$ cat src/rtl/sched_dispatch_ctrl_if.sv
// Bundle between the scheduler dispatcher and its command source, compute engine and memory port.
// Every req/valid here is level-held by its source until the matching ack/gnt/ready is seen high on a rising edge.
interface sched_dispatch_ctrl_if #(parameter int ADDR_W = 16);
  logic              cmd_valid;
  logic              cmd_ready;
  logic [4:0]        cmd_code;
  logic [ADDR_W-1:0] cmd_addr;
  logic              pim_req;
  logic [4:0]        pim_op;
  logic [ADDR_W-1:0] pim_addr;
  logic              pim_ack;
  logic              pim_done;
  logic              mem_req;
  logic              mem_we;
  logic [1:0]        mem_size;
  logic [ADDR_W-1:0] mem_addr;
  logic              mem_gnt;
  logic              mem_rvalid;
  logic              busy;
  logic [15:0]       done_cnt;
  logic              err_timeout;
  logic              err_illegal;
  logic [2:0]        dbg_state;

  modport slave (
    input  cmd_valid, cmd_code, cmd_addr, pim_ack, pim_done, mem_gnt, mem_rvalid,
    output cmd_ready, pim_req, pim_op, pim_addr, mem_req, mem_we, mem_size, mem_addr,
           busy, done_cnt, err_timeout, err_illegal, dbg_state
  );

  modport master (
    output cmd_valid, cmd_code, cmd_addr, pim_ack, pim_done, mem_gnt, mem_rvalid,
    input  cmd_ready, pim_req, pim_op, pim_addr, mem_req, mem_we, mem_size, mem_addr,
           busy, done_cnt, err_timeout, err_illegal, dbg_state
  );
endinterface

$ cat src/rtl/sched_dispatch_ctrl.sv
// In-order command FIFO feeding a one-op-in-flight dispatcher to the compute engine or the memory port.
// Every wait state is bounded by TIMEOUT; an expired op is dropped and the queue carries on.
module sched_dispatch_ctrl #(
  parameter int DEPTH   = 4,
  parameter int ADDR_W  = 16,
  parameter int TIMEOUT = 255
) (
  input logic clk,
  input logic rst,
  sched_dispatch_ctrl_if.slave bus
);
  localparam int PW = (DEPTH > 1) ? $clog2(DEPTH) : 1;
  localparam int TW = ($clog2(TIMEOUT + 1) > 8) ? $clog2(TIMEOUT + 1) : 8;

  typedef enum logic [2:0] {S_IDLE, S_PIM_REQ, S_PIM_WAIT, S_MEM_REQ, S_MEM_WAIT} state_t;
  typedef enum logic [2:0] {C_COMPUTE, C_LOAD, C_STORE, C_NOP, C_ILLEGAL} cls_t;

  state_t            state;
  logic [4:0]        fifo_code [DEPTH];
  logic [ADDR_W-1:0] fifo_addr [DEPTH];
  logic [PW-1:0]     wr_ptr, rd_ptr;
  logic [PW:0]       count;
  logic              full, empty, push, pop;
  logic [TW-1:0]     wcnt;
  logic              wait_expired;
  logic [4:0]        head_code;
  logic [ADDR_W-1:0] head_addr;
  cls_t              head_cls;

  function automatic cls_t classify(input logic [4:0] c);
    if (c[4])                   return C_COMPUTE;
    else if (c[3])              return (c[1:0] != 2'b00) ? C_LOAD : C_ILLEGAL;
    else if (c[2])              return C_ILLEGAL;
    else if (c[1:0] != 2'b00)   return C_STORE;
    else                        return C_NOP;
  endfunction

  assign full          = (count == (PW+1)'(DEPTH));
  assign empty         = (count == '0);
  assign push          = bus.cmd_valid && !full;
  assign pop           = (state == S_IDLE) && !empty;
  assign head_code     = fifo_code[rd_ptr];
  assign head_addr     = fifo_addr[rd_ptr];
  assign head_cls      = classify(head_code);
  assign wait_expired  = (wcnt == TW'(TIMEOUT - 1));
  assign bus.cmd_ready = !full;
  assign bus.busy      = !empty || (state != S_IDLE);
  assign bus.dbg_state = state;

  // Payload storage needs no reset: entries are only read when count says they are valid.
  always_ff @(posedge clk) begin
    if (push) begin
      fifo_code[wr_ptr] <= bus.cmd_code;
      fifo_addr[wr_ptr] <= bus.cmd_addr;
    end
  end

  always_ff @(posedge clk) begin
    if (rst) begin
      wr_ptr <= '0;
      rd_ptr <= '0;
      count  <= '0;
    end else begin
      if (push) wr_ptr <= wr_ptr + 1'b1;
      if (pop)  rd_ptr <= rd_ptr + 1'b1;
      case ({push, pop})
        2'b10:   count <= count + 1'b1;
        2'b01:   count <= count - 1'b1;
        default: ;
      endcase
    end
  end

  always_ff @(posedge clk) begin
    if (rst) begin
      state           <= S_IDLE;
      wcnt            <= '0;
      bus.pim_req     <= 1'b0;
      bus.pim_op      <= '0;
      bus.pim_addr    <= '0;
      bus.mem_req     <= 1'b0;
      bus.mem_we      <= 1'b0;
      bus.mem_size    <= '0;
      bus.mem_addr    <= '0;
      bus.done_cnt    <= '0;
      bus.err_timeout <= 1'b0;
      bus.err_illegal <= 1'b0;
    end else begin
      unique case (state)
        S_IDLE: if (!empty) begin
          wcnt <= '0;
          case (head_cls)
            C_COMPUTE: begin
              state        <= S_PIM_REQ;
              bus.pim_req  <= 1'b1;
              bus.pim_op   <= head_code;
              bus.pim_addr <= head_addr;
            end
            C_LOAD, C_STORE: begin
              state        <= S_MEM_REQ;
              bus.mem_req  <= 1'b1;
              bus.mem_we   <= (head_cls == C_STORE);
              bus.mem_size <= head_code[1:0];
              bus.mem_addr <= head_addr;
            end
            C_NOP:   bus.done_cnt    <= bus.done_cnt + 16'd1;
            default: bus.err_illegal <= 1'b1;
          endcase
        end
        S_PIM_REQ: begin
          if (bus.pim_ack) begin
            bus.pim_req <= 1'b0;
            wcnt        <= '0;
            if (bus.pim_done) begin
              state        <= S_IDLE;
              bus.done_cnt <= bus.done_cnt + 16'd1;
            end else begin
              state <= S_PIM_WAIT;
            end
          end else if (wait_expired) begin
            bus.pim_req     <= 1'b0;
            bus.err_timeout <= 1'b1;
            state           <= S_IDLE;
          end else begin
            wcnt <= wcnt + 1'b1;
          end
        end
        S_PIM_WAIT: begin
          if (bus.pim_done) begin
            state        <= S_IDLE;
            bus.done_cnt <= bus.done_cnt + 16'd1;
          end else if (wait_expired) begin
            bus.err_timeout <= 1'b1;
            state           <= S_IDLE;
          end else begin
            wcnt <= wcnt + 1'b1;
          end
        end
        S_MEM_REQ: begin
          // A store completes on grant; a load completes on grant only if data returns with it.
          if (bus.mem_gnt) begin
            bus.mem_req <= 1'b0;
            wcnt        <= '0;
            if (bus.mem_we || bus.mem_rvalid) begin
              state        <= S_IDLE;
              bus.done_cnt <= bus.done_cnt + 16'd1;
            end else begin
              state <= S_MEM_WAIT;
            end
          end else if (wait_expired) begin
            bus.mem_req     <= 1'b0;
            bus.err_timeout <= 1'b1;
            state           <= S_IDLE;
          end else begin
            wcnt <= wcnt + 1'b1;
          end
        end
        S_MEM_WAIT: begin
          if (bus.mem_rvalid) begin
            state        <= S_IDLE;
            bus.done_cnt <= bus.done_cnt + 16'd1;
          end else if (wait_expired) begin
            bus.err_timeout <= 1'b1;
            state           <= S_IDLE;
          end else begin
            wcnt <= wcnt + 1'b1;
          end
        end
        default: state <= S_IDLE;
      endcase
    end
  end
endmodule

$ cat src/flat_wrapper.sv
// flat-port wrapper written by rule: the top's interface ports become plain ports
module sched_dispatch_ctrl_flat 
#(
  parameter int DEPTH   = 4,
  parameter int ADDR_W  = 16,
  parameter int TIMEOUT = 255
)
  (clk, rst, bus_cmd_valid, bus_cmd_code, bus_cmd_addr, bus_pim_ack, bus_pim_done, bus_mem_gnt, bus_mem_rvalid, bus_cmd_ready, bus_pim_req, bus_pim_op, bus_pim_addr, bus_mem_req, bus_mem_we, bus_mem_size, bus_mem_addr, bus_busy, bus_done_cnt, bus_err_timeout, bus_err_illegal, bus_dbg_state);
  sched_dispatch_ctrl_if #(.ADDR_W(ADDR_W)) bus_i ();
  input logic clk;
  input logic rst;
  input wire logic [$bits(bus_i.cmd_valid)-1:0] bus_cmd_valid;
  input wire logic [$bits(bus_i.cmd_code)-1:0] bus_cmd_code;
  input wire logic [$bits(bus_i.cmd_addr)-1:0] bus_cmd_addr;
  input wire logic [$bits(bus_i.pim_ack)-1:0] bus_pim_ack;
  input wire logic [$bits(bus_i.pim_done)-1:0] bus_pim_done;
  input wire logic [$bits(bus_i.mem_gnt)-1:0] bus_mem_gnt;
  input wire logic [$bits(bus_i.mem_rvalid)-1:0] bus_mem_rvalid;
  output wire logic [$bits(bus_i.cmd_ready)-1:0] bus_cmd_ready;
  output wire logic [$bits(bus_i.pim_req)-1:0] bus_pim_req;
  output wire logic [$bits(bus_i.pim_op)-1:0] bus_pim_op;
  output wire logic [$bits(bus_i.pim_addr)-1:0] bus_pim_addr;
  output wire logic [$bits(bus_i.mem_req)-1:0] bus_mem_req;
  output wire logic [$bits(bus_i.mem_we)-1:0] bus_mem_we;
  output wire logic [$bits(bus_i.mem_size)-1:0] bus_mem_size;
  output wire logic [$bits(bus_i.mem_addr)-1:0] bus_mem_addr;
  output wire logic [$bits(bus_i.busy)-1:0] bus_busy;
  output wire logic [$bits(bus_i.done_cnt)-1:0] bus_done_cnt;
  output wire logic [$bits(bus_i.err_timeout)-1:0] bus_err_timeout;
  output wire logic [$bits(bus_i.err_illegal)-1:0] bus_err_illegal;
  output wire logic [$bits(bus_i.dbg_state)-1:0] bus_dbg_state;
  assign bus_i.cmd_valid = bus_cmd_valid;
  assign bus_i.cmd_code = bus_cmd_code;
  assign bus_i.cmd_addr = bus_cmd_addr;
  assign bus_i.pim_ack = bus_pim_ack;
  assign bus_i.pim_done = bus_pim_done;
  assign bus_i.mem_gnt = bus_mem_gnt;
  assign bus_i.mem_rvalid = bus_mem_rvalid;
  assign bus_cmd_ready = bus_i.cmd_ready;
  assign bus_pim_req = bus_i.pim_req;
  assign bus_pim_op = bus_i.pim_op;
  assign bus_pim_addr = bus_i.pim_addr;
  assign bus_mem_req = bus_i.mem_req;
  assign bus_mem_we = bus_i.mem_we;
  assign bus_mem_size = bus_i.mem_size;
  assign bus_mem_addr = bus_i.mem_addr;
  assign bus_busy = bus_i.busy;
  assign bus_done_cnt = bus_i.done_cnt;
  assign bus_err_timeout = bus_i.err_timeout;
  assign bus_err_illegal = bus_i.err_illegal;
  assign bus_dbg_state = bus_i.dbg_state;
  sched_dispatch_ctrl #(.DEPTH(DEPTH), .ADDR_W(ADDR_W), .TIMEOUT(TIMEOUT)) u_core (.clk(clk), .rst(rst), .bus(bus_i));
endmodule
$ cat config.mk
export PLATFORM = sky130hd
export DESIGN_NAME = sched_dispatch_ctrl_flat
export DESIGN_NICKNAME = d
export VERILOG_FILES = /design/src/rtl/sched_dispatch_ctrl_if.sv /design/src/rtl/sched_dispatch_ctrl.sv /design/src/flat_wrapper.sv
export SDC_FILE = /design/constraint.sdc
export NUM_CORES = 1
export LEC_CHECK = 0
export CORE_ASPECT_RATIO = 1.2
export CORE_MARGIN = 2
export CORE_UTILIZATION = 57
export CTS_BUF_LIST = sky130_fd_sc_hd__clkbuf_4 sky130_fd_sc_hd__clkbuf_8
export CTS_CLUSTER_DIAMETER = 40
export DETAILED_ROUTE_END_ITERATION = 7
export GPL_ROUTABILITY_DRIVEN = 0
export PLACE_DENSITY = 0.8
export SLEW_MARGIN = 20
export SYNTH_ARGS = -nofsm -noshare
export SYNTH_HDL_FRONTEND = slang
export SYNTH_SLANG_ARGS = --single-unit
$ cat constraint.sdc
create_clock -name clk -period 3.4 [get_ports clk]
set_input_delay 0.68 -clock clk [delete_from_list [all_inputs] [get_ports clk]]
set_output_delay 0.68 -clock clk [all_outputs]
set_load 0.02 [all_outputs]
==> metrics.txt <==
setup slack of the critical path after layout approximately 0.66 ns; number of global-route vias before repair roughly 4,600; Slew HR 32.37%; core box area 11,510 µm²; maximum buffer depth of the clock tree 2; Critical Path End u_core.bus.done_cnt[14]; clock insertion delay at the later pin of the skew report 0.44 ns; Worst Setup Start Kind register; Worst Hold Class reg2reg; sequential cell fraction of total power 42.2%; worst clock skew on the final layout 0.01071 ns; critical path arrival 3.06 ns; RSZ-0062 raised after global routing false; sort of element at the end of the critical path register; Antenna diodes 0; Setup WS pre-CTS 0.4499 ns; worst reg-to-reg path cell count 5; CTS-repair resized insts 0; Peak VDD IR 0.0003643 V; Cell Rows 43; Area growth syn-to-layout 22.35%; Net Count, Synth 581; post-synthesis cell count 544; Post-Route Setup TNS 0 ns; dominant synthesized flop cell edfxtp_1; maximum number of pins on one net before global-route repair 41; #FFs+latches synth 164; wire length of the first global-routing pass 22,360 µm; post-detailed-route DRC marker count 0; cell area after technology mapping around 6700 µm²; cell-internal power 4.012 mW; Worst Hold Margin 0.4583 ns; initial core utilization 58.19%; overall power consumption roughly 6.2 mW; maxcap violations 0; root buf cell clkbuf_8; GRT Util Overall 23.33%; setup slack on the worst flop-to-flop path between 0.6 and 0.7 ns; share of async-settable or async-resettable flops after synthesis 0%; worst path required time roughly 3.7 ns; Post-CTS Repair Setup Buffers 0; post-route minimum period roughly 2.7 ns; initial antenna violation count 0; H-tree depth 4; Post-layout nets 675; ranking of synthesized cells by area edfxtp_1 (38%), dfxtp_1 (24%), mux4_2 (7.4%); setup violation total in the final timing report 0; clock tree from TritonCTS done; fraction of layout cells with a size suffix above 1 between 10% and 20%; full die area 12,640 µm²; Overflow after GRT 0; number of enable flip-flop cells after synthesis 84; number of max-slew violations in the final report 0; Least-Margin Pin Slew about 1 ns; WS Path Type reg2reg; Sw Share 34.90%; share of the synthesized area in the top cell type 37.65%; run status finished clean; first-pass detailed-route iteration total 5; maximum frequency from static timing analysis 365.5 MHz; aggregate routed wire length approximately 14,000 µm; chip width 103.0 µm; combinational fraction of design power 35.1%; final hold viol count 0; period utilization 80.46%; post-detailed-route via-to-cell ratio 5.718; io pins 93; reported net switching power 2.151 mW; most area-hungry cell type in the Yosys netlist edfxtp_1; sequential fraction of the synthesis area between 60% and 70%; vias after detailed routing 4,620; port bufs 92; Finished Layout Cells a little over 800; DPL Wire Length 9517 µm; total clock sinks 164; number of warnings issued by yosys 0; mean instance size in the synthesized netlist 12.32 µm²; power density of the placed cells 751.7 nW/µm²; Hold-fix buffers, CTS 0; part of the total power dissipated in the clock network 22.8%; maximum fanout encountered on the critical timing path 29; number of buffers added by the clock tree synthesis step 17; worst reg2reg path endpoint u_core.bus.done_cnt[14]; DRC marker count from the first detailed-route iteration 308; number of instances in the placed design 776; distinct cell type count of the synthesized netlist 56; P_leak 2.736 nW; Routed wire per std cell around 17 µm; register clock-pin slew on the reported worst setup and hold paths 0.08 ns; die height 122.8 µm; number of antenna-violating nets in the routed design 0
placed cells by master, fill, tap and decap left out, types with 8 or more instances in the layout:
cell type	n
clkdlybuf4s50_1	91
edfxtp_1	84
dfxtp_1	80
nand2_1	55
nor2_1	54
a21oi_1	48
mux4_2	22
clkbuf_8	19
mux2i_1	18
o21ai_0	15
buf_4	12
nand3_1	11
inv_1	10
or4_1	10
o31ai_1	9
nor3_1	8
and3_1	8
ha_1	8
how the worst min path moves through the flow:
stage                            start  cells after the start  slack, ns                 endpoint
6_report       u_core.bus.pim_addr[12]                      2       0.46  u_core.bus.pim_addr[12]
5_1_grt        u_core.bus.pim_addr[11]                      2       0.47  u_core.bus.pim_addr[11]
4_1_cts        u_core.bus.pim_addr[12]                      2       0.46  u_core.bus.pim_addr[12]
3_5_place_dp   u_core.bus.pim_addr[12]                      2       0.45  u_core.bus.pim_addr[12]
3_3_place_gp   u_core.bus.pim_addr[14]                      2       0.44  u_core.bus.pim_addr[14]
2_1_floorplan           u_core.wcnt[7]                      2       0.47           u_core.wcnt[7]
logic make-up (layout without fill, tap and decap cells):
group,after synthesis,in the layout,share of synthesized area [%]
adders and majority gates,9,9,1.793
buffers and inverters,40,147,2.820
DFF,164,164,61.55
muxes,44,44,10.76
xor gates and xnor gates,6,6,0.7845
AOI/OAI and AO/OA,94,94,8.422
and+or+nand+nor,187,187,13.88
critical path, cell delays in order, from the launching register on:
cell     delay (ns)
dfxtp_1        0.66
mux4_2         0.63
nor2_4         0.26
a31oi_4        0.31
nor4_1         0.39
mux2_2         0.37
synthesized netlist by cell type (6+ instances only):
cell,number
dfxtp_1,80
or4_1,10
buf_2,6
nor3_1,8
mux2i_1,18
clkbuf_1,18
edfxtp_1,84
nand4_1,6
mux4_2,22
inv_1,10
nand2_1,55
o21ai_0,16
and3_1,8
ha_1,8
a21oi_1,48
nor2b_1,6
nor2_1,54
nand3_1,11
o31ai_1,9
metal layers:
metal  vias to the layer above  track usage [%]  wire (µm)
met1                      2237            28.48       5436
met2                       145            39.73       7267
li1                       2208                -          -
met5                         -                0          0
met3                        30            5.353        682
met4                         0            9.622        383
area by class of cell:
class | instances | area [µm²]
tap | 157 | 196.4
sequential | 164 | 4124
clock inverter | 13 | 143.9
inverter | 10 | 37.54
fill | 820 | 3316
multi-input combinational | 340 | 2409
timing repair buffer | 105 | 1026
clock buffer | 19 | 261.5
registers in the layout, summed over array words and instances, names as in the netlist, named ones only:
register	cells
u_core.bus.err_timeout	1
u_core.count	3
u_core.bus.mem_req	1
u_core.bus.mem_size	2
u_core.bus.pim_req	1
u_core.bus.pim_op	5
u_core.fifo_code	20
u_core.bus.dbg_state	3
u_core.wr_ptr	2
u_core.bus.mem_we	1
u_core.bus.mem_addr	16
u_core.wcnt	8
u_core.bus.err_illegal	1
u_core.rd_ptr	2
u_core.bus.done_cnt	16
u_core.bus.pim_addr	16
u_core.fifo_addr	64
power groups by stage:
stage                     sequential (mW)  combinational [mW]  clock [mW]
after floorplan                      2.77                1.26           0
after global placement               2.62                2.08           0
after detailed placement             2.64                2.14           0
after CTS                            2.60                2.15        1.43
after global routing                 2.64                2.35        1.51
final                                2.60                2.16        1.40
stage by stage:
| stage | util, % | instance area, µm² |
|---|---|---|
| final | 71.20 | 8198 |
| after global routing | 71.20 | 8198 |
| after CTS | 71.13 | 8189 |
| after detailed placement | 67.60 | 7784 |
| after global placement | 67.60 | 7784 |
| after floorplan | - | 6700 |
No activity file was read; power rests on OpenSTA's default activity.
